File: config.mk
export PLATFORM = sky130hd
export DESIGN_NAME = mem_access
export DESIGN_NICKNAME = d
export VERILOG_FILES = /design/src/rtl/mem_access.sv
export SDC_FILE = /design/constraint.sdc
export NUM_CORES = 1
export LEC_CHECK = 0
export ABC_AREA = 1
export CAP_MARGIN = 40
export CORE_MARGIN = 2
export CORE_UTILIZATION = 26
export CTS_BUF_LIST = sky130_fd_sc_hd__clkbuf_8
export DETAILED_ROUTE_END_ITERATION = 7
export GPL_TIMING_DRIVEN = 0
export PLACE_DENSITY = 0.58
export SLEW_MARGIN = 20
export SYNTH_ARGS = -nofsm -noshare
export SYNTH_HDL_FRONTEND = slang
export SYNTH_SLANG_ARGS = --single-unit
File: constraint.sdc
create_clock -name clk -period 7.29 [get_ports clk]
set_input_delay 2.187 -clock clk [delete_from_list [all_inputs] [get_ports clk]]
set_output_delay 2.187 -clock clk [all_outputs]
set_load 0.005 [all_outputs]
File: src/rtl/mem_access.sv
// Memory-access pipeline stage: word-aligned req/ack bus transactions, read-modify-write for sub-word stores,
// and load alignment/extension. Optional misaligned-access trap is enabled with MEM_MISALIGN_TRAP_EN.
module mem_access #(
    parameter int ADDR_W = 32,
    parameter int DATA_W = 32
) (
    input  logic              clk,
    input  logic              rst,
    input  logic              ex_w_reg_enable_i,
    input  logic              mem_w_reg_enable_i,
    input  logic [4:0]        w_reg_addr_i,
    input  logic [DATA_W-1:0] ex_w_reg_data_i,
    input  logic              r_mem_enable_i,
    input  logic [ADDR_W-1:0] r_mem_addr_i,
    input  logic              w_mem_enable_i,
    input  logic [ADDR_W-1:0] w_mem_addr_i,
    input  logic [DATA_W-1:0] w_mem_data_i,
    input  logic [2:0]        data_type_i,
    output logic              bus_req_o,
    output logic              bus_we_o,
    output logic [ADDR_W-1:0] bus_addr_o,
    output logic [DATA_W-1:0] bus_wdata_o,
    input  logic [DATA_W-1:0] bus_rdata_i,
    input  logic              bus_ack_i,
    output logic              stall_o,
    output logic              w_reg_enable_o,
    output logic [4:0]        w_reg_addr_o,
    output logic [DATA_W-1:0] w_reg_data_o
`ifdef MEM_MISALIGN_TRAP_EN
    ,
    output logic              misalign_o,
    output logic [ADDR_W-1:0] misalign_addr_o
`endif
);

    localparam logic [1:0] S_IDLE  = 2'd0;
    localparam logic [1:0] S_READ  = 2'd1;
    localparam logic [1:0] S_WRITE = 2'd2;
    localparam logic [1:0] S_RESP  = 2'd3;

    localparam logic [2:0] T_NONE = 3'd0;
    localparam logic [2:0] T_B    = 3'd1;
    localparam logic [2:0] T_H    = 3'd2;
    localparam logic [2:0] T_W    = 3'd3;
    localparam logic [2:0] T_BU   = 3'd4;
    localparam logic [2:0] T_HU   = 3'd5;

    logic [1:0]        state_r;
    logic [2:0]        type_r;
    logic              is_store_r;
    logic              wb_en_r;
    logic [4:0]        rd_r;
    logic [1:0]        r_lane_r;
    logic [ADDR_W-1:0] w_addr_r;
    logic [DATA_W-1:0] sdata_r;
    logic              ack_armed_r;
    logic              ack_s;
    logic              mis_s;

    function automatic logic [DATA_W-1:0] extract_load(input logic [2:0] dtype, input logic [1:0] lane,
                                                       input logic [DATA_W-1:0] word);
        logic [7:0]        b;
        logic [15:0]       h;
        logic [DATA_W-1:0] r;
        b = word[{lane, 3'b000} +: 8];
        h = word[{lane[1], 4'b0000} +: 16];
        case (dtype)
            T_B:     r = {{24{b[7]}}, b};
            T_BU:    r = {24'h000000, b};
            T_H:     r = {{16{h[15]}}, h};
            T_HU:    r = {16'h0000, h};
            T_W:     r = word;
            default: r = 32'h0000_0000;
        endcase
        return r;
    endfunction

    // Replace only the addressed byte/halfword lane of the old word with the store data.
    function automatic logic [DATA_W-1:0] merge_store(input logic [2:0] dtype, input logic [1:0] lane,
                                                      input logic [DATA_W-1:0] old_word,
                                                      input logic [DATA_W-1:0] data);
        logic [DATA_W-1:0] r;
        r = old_word;
        case (dtype)
            T_B, T_BU: r[{lane, 3'b000} +: 8]    = data[7:0];
            T_H, T_HU: r[{lane[1], 4'b0000} +: 16] = data[15:0];
            default:   r = data;
        endcase
        return r;
    endfunction

`ifdef MEM_MISALIGN_TRAP_EN
    logic [ADDR_W-1:0] acc_addr_s;

    function automatic logic is_misaligned(input logic [2:0] dtype, input logic [1:0] lane);
        logic r;
        case (dtype)
            T_H, T_HU: r = lane[0];
            T_W:       r = (lane != 2'b00);
            default:   r = 1'b0;
        endcase
        return r;
    endfunction

    // Faulting address: stores are checked on the write address, loads on the read address.
    always_comb begin
        acc_addr_s = r_mem_addr_i;
        if (w_mem_enable_i) begin
            acc_addr_s = w_mem_addr_i;
        end else begin
            acc_addr_s = r_mem_addr_i;
        end
        mis_s = is_misaligned(data_type_i, acc_addr_s[1:0]);
    end

    // Trap report, visible only during the RESP cycle of a misaligned access.
    always_ff @(posedge clk or posedge rst) begin
        if (rst) begin
            misalign_o      <= 1'b0;
            misalign_addr_o <= '0;
        end else if (state_r == S_IDLE && r_mem_enable_i && mis_s) begin
            misalign_o      <= 1'b1;
            misalign_addr_o <= acc_addr_s;
        end else if (state_r == S_RESP) begin
            misalign_o      <= 1'b0;
            misalign_addr_o <= '0;
        end else begin
            misalign_o      <= misalign_o;
            misalign_addr_o <= misalign_addr_o;
        end
    end
`else
    // Without the trap, low address bits are simply ignored.
    always_comb begin
        mis_s = 1'b0;
    end
`endif

    // An ack in the first cycle of a request is not a legal completion.
    always_comb begin
        ack_s = bus_ack_i & ack_armed_r;
    end

    // Stall upstream from the accepting IDLE cycle until the response cycle.
    always_comb begin
        stall_o = 1'b0;
        case (state_r)
            S_IDLE:  stall_o = r_mem_enable_i & ~rst;
            S_READ:  stall_o = ~rst;
            S_WRITE: stall_o = ~rst;
            S_RESP:  stall_o = 1'b0;
            default: stall_o = 1'b0;
        endcase
    end

    // Main control FSM and registered bus / write-back outputs.
    always_ff @(posedge clk or posedge rst) begin
        if (rst) begin
            state_r        <= S_IDLE;
            type_r         <= T_NONE;
            is_store_r     <= 1'b0;
            wb_en_r        <= 1'b0;
            rd_r           <= 5'd0;
            r_lane_r       <= 2'b00;
            w_addr_r       <= '0;
            sdata_r        <= '0;
            ack_armed_r    <= 1'b0;
            bus_req_o      <= 1'b0;
            bus_we_o       <= 1'b0;
            bus_addr_o     <= '0;
            bus_wdata_o    <= '0;
            w_reg_enable_o <= 1'b0;
            w_reg_addr_o   <= 5'd0;
            w_reg_data_o   <= '0;
        end else begin
            case (state_r)
                S_IDLE: begin
                    ack_armed_r <= 1'b0;
                    if (r_mem_enable_i) begin
                        type_r         <= data_type_i;
                        is_store_r     <= w_mem_enable_i;
                        wb_en_r        <= mem_w_reg_enable_i;
                        rd_r           <= w_reg_addr_i;
                        r_lane_r       <= r_mem_addr_i[1:0];
                        w_addr_r       <= w_mem_addr_i;
                        sdata_r        <= w_mem_data_i;
                        w_reg_enable_o <= 1'b0;
                        if (data_type_i == T_NONE || mis_s) begin
                            state_r <= S_RESP;
                        end else if (w_mem_enable_i && data_type_i == T_W) begin
                            state_r     <= S_WRITE;
                            bus_req_o   <= 1'b1;
                            bus_we_o    <= 1'b1;
                            bus_addr_o  <= {w_mem_addr_i[ADDR_W-1:2], 2'b00};
                            bus_wdata_o <= w_mem_data_i;
                        end else begin
                            state_r    <= S_READ;
                            bus_req_o  <= 1'b1;
                            bus_we_o   <= 1'b0;
                            bus_addr_o <= {r_mem_addr_i[ADDR_W-1:2], 2'b00};
                        end
                    end else begin
                        w_reg_enable_o <= ex_w_reg_enable_i && (w_reg_addr_i != 5'd0);
                        w_reg_addr_o   <= w_reg_addr_i;
                        w_reg_data_o   <= ex_w_reg_data_i;
                    end
                end
                S_READ: begin
                    ack_armed_r <= 1'b1;
                    if (ack_s && is_store_r) begin
                        // Request stays high: the merged write follows directly.
                        state_r     <= S_WRITE;
                        ack_armed_r <= 1'b0;
                        bus_we_o    <= 1'b1;
                        bus_addr_o  <= {w_addr_r[ADDR_W-1:2], 2'b00};
                        bus_wdata_o <= merge_store(type_r, w_addr_r[1:0], bus_rdata_i, sdata_r);
                    end else if (ack_s) begin
                        state_r        <= S_RESP;
                        ack_armed_r    <= 1'b0;
                        bus_req_o      <= 1'b0;
                        w_reg_enable_o <= wb_en_r;
                        w_reg_addr_o   <= rd_r;
                        w_reg_data_o   <= extract_load(type_r, r_lane_r, bus_rdata_i);
                    end else begin
                        state_r <= S_READ;
                    end
                end
                S_WRITE: begin
                    ack_armed_r <= 1'b1;
                    if (ack_s) begin
                        state_r     <= S_RESP;
                        ack_armed_r <= 1'b0;
                        bus_req_o   <= 1'b0;
                        bus_we_o    <= 1'b0;
                    end else begin
                        state_r <= S_WRITE;
                    end
                end
                S_RESP: begin
                    state_r        <= S_IDLE;
                    ack_armed_r    <= 1'b0;
                    w_reg_enable_o <= 1'b0;
                end
                default: begin
                    state_r     <= S_IDLE;
                    ack_armed_r <= 1'b0;
                    bus_req_o   <= 1'b0;
                    bus_we_o    <= 1'b0;
                end
            endcase
        end
    end

endmodule

==> reports/qor.txt <==
status = complete, no violations
GP Congestion = 0.942
fin. max-slew vios = 0
R2R depth = 7
worst path buffer plus inverter count = 3
Post-CTS Resized = 0
area of the die = 41400 sq um
crit path cell chain = clkdlybuf4s50_1, inv_1, nand2_1, nor3b_1, clkdlybuf4s50_1
Critical R2R Launch = state_r[1]
Netlist cell types = 38
die width = 204 microns
Routed Antenna Nets = 0
crit start category = input port
pwr dens = 437 nW/um^2
initial antenna violation count = 2
iteration count of the initial detailed-routing pass = 5
slew at the pin closest to its max-slew limit = 0.763 ns
critical hold path startpoint = bus_wdata_o[20]
Post-synth EDFFs = 0
CTS Sinks = 181
Slew Limit Headroom = 49.2%
leading cell type in the layout, fill and taps excluded = nand2_1
Via density = 4.67
clk slew on worst S/H paths = 0.09 ns
vias in the first global route = 10700
CTS root buffer = clkbuf_8
min Tclk post-route = 5.94 ns
most frequent cells in the layout = nand2_1, clkdlybuf4s50_1, dfrtp_1
Fillers = 4178
WP data arrival = 3.76 ns
Area Growth Syn to Fin = 37.2%
hold buffer count at cts = 0
GR Overflow Total = 0
maximum clock rate = 168 MHz
Synth async-reset ratio = 100%
Via Count = 10800
Core Box Area = 39500 sq um
Clock Path Buffers = 2
Period Utilization, post-route = 81.5%
DR WL/cell = 18.2 microns
fin area = 14200 sq um
Setup Fix Bufs, Post-CTS = 0
Post-Synthesis Cells = 1474
Remaining DRCs = 0
unrepaired setup endpoints after global routing = false
detailed placement HPWL = 32900 microns
Top delay family on crit path = buffers and inverters
MaxCap Viol Count = 0
Peak VDD IR = 0.211 mV
most frequent CP cell = clkdlybuf4s50_1
GRT Total Usage = 20.5%
layout cells sized above 1 = 7.22%
post-synthesis sequential area ratio = 43.7%
Initial DRC Count = 887
slowest CP cell = clkdlybuf4s50_1
Worst Skew = 0.0217 ns
CTS tree = done
Final #Nets = 1958
IO buf count = 277
CP Depth = 5
largest net degree at the start of global routing = 74
CP Class = input port to output port
ys flop type = dfrtp_1
Site Rows = 73
fin worst setup slack = 1.35 ns
Critical Path Source = r_mem_enable_i
Hold Slack = 0.486 ns
r2r endpoint = bus_wdata_o[24]
H-tree levels = 4
critical path fanouts, max = 4
crit-path max cell delay = 0.58 ns
DP Area = 13900 sq um
worst setup path endpoint = stall_o
setup_tns = 0 ns
first-pass GRT wire length = 64000 microns
nature of the critical path endpoint = output port
# IOs = 280
class of the worst hold path = register to register
Synth Warn # = 0
flop2flop setup slack = 4.77 ns
Hold Fails Final Rpt = 0
Syn Area/Cell = 7.03 sq um
Mapped Area = 10400 sq um
Diodes inserted = 0
Yosys reg bits = 181
CP required = 5.10 ns
post-place setup slack = 1.31 ns
drt total wl = 42100 microns
Setup-failing EPs final = 0
worst skew pair latency = 0.52 ns
Die Ht = 204 microns
Starting Density = 26.2%
leakage power total = 6.66 nW
CTS Buf Count = 17
## state kept, by name, summed over array words and instances (netlist names), 2 cells and up
| name | count |
|---|---|
| bus_wdata_o | 32 |
| sdata_r | 32 |
| w_addr_r | 32 |
| w_reg_data_o | 32 |
| bus_addr_o | 30 |
| rd_r | 5 |
| w_reg_addr_o | 5 |
| type_r | 3 |
| r_lane_r | 2 |
| state_r | 2 |
## Yosys cell counts, types with 2 or more instances
master      n  area share (%)
nand2_1   512              19
dfrtp_1   181              44
nor2_1    166             6.0
inv_1     112             4.1
a21oi_1   108             5.2
nand3_1    89             4.3
o21ai_0    89             4.3
clkbuf_1   42             1.5
buf_2      38             1.8
a31o_2     30             2.5
o211ai_1   20             1.4
o21ai_1    12            0.58
ha_1       10             1.2
o22ai_1     8            0.48
a31oi_1     7            0.42
a21boi_0    6            0.43
buf_6       5            0.54
inv_2       5            0.18
buf_4       4            0.29
nand2_2     4            0.24
buf_1       3            0.11
nor3_1      3            0.14
a21oi_2     2            0.17
nand2_4     2            0.22
nand3_2     2            0.19
nand4_1     2            0.12
## layer usage
layer | track usage [%] | up-vias | part of all wire [%]
met5 | 0 | - | 0.057
met2 | 33.1 | 372 | 45
li1 | - | 5305 | -
met1 | 27.1 | 5057 | 45
met4 | 6.02 | 4 | 2.1
met3 | 5.29 | 47 | 7.9
## kinds of logic (layout without fill, tap and decap cells)
family                   after synthesis  after routing  share of synthesized area, %
AND/OR/NAND/NOR                      787            787                          30.6
AO/OA/AOI/OAI                        286            286                          15.9
buffers and inverters                209            520                          8.54
flip-flops                           181            181                          43.7
adder cells (fa/ha/maj)               10             10                          1.21
other                                  1              2                        0.0362
## power breakdown
part | switching [W] | total (W) | internal [W]
registers | 0.000328 | 0.00184 | 0.00151
clock network | 0.000411 | 0.000686 | 0.000275
logic | 0.00218 | 0.00368 | 0.00150
## worst min-delay path by stage
stage / slack (ns) / end / cells after the start
2_1_floorplan: 0.45 / rd_r[0] / 2
3_3_place_gp: 0.46 / w_addr_r[5] / 2
3_5_place_dp: 0.47 / bus_wdata_o[20] / 2
4_1_cts: 0.49 / bus_wdata_o[20] / 2
5_1_grt: 0.51 / bus_wdata_o[15] / 2
6_report: 0.49 / bus_wdata_o[20] / 2
## tightest hold or removal path, cell delays in order (launching register included)
cell     delay [ns]
dfrtp_1        0.35
nand2_1        0.05
nand2_1        0.05
## through the flow
stage	util, %	std cells	total power, W
after floorplan	-	1475	0.00396
after global placement	34.9	2277	0.00550
after detailed placement	35.0	2279	0.00554
after CTS	35.9	2311	0.00625
after global routing	35.9	2311	0.00679
final	35.9	2311	0.00621
## area by class of cell
cell class	count	area, sq um	area share, %
inverters	117	447	3.14
flip-flops and latches	181	4530	31.9
clock inverters	14	114	0.801
clock buffers	18	248	1.74
multi-input cells	1085	4950	34.8
plain buffers	92	445	3.13
repair buffers	279	2830	19.9
well taps	525	657	4.62
Note: power is estimated with default switching activity, not from simulation.
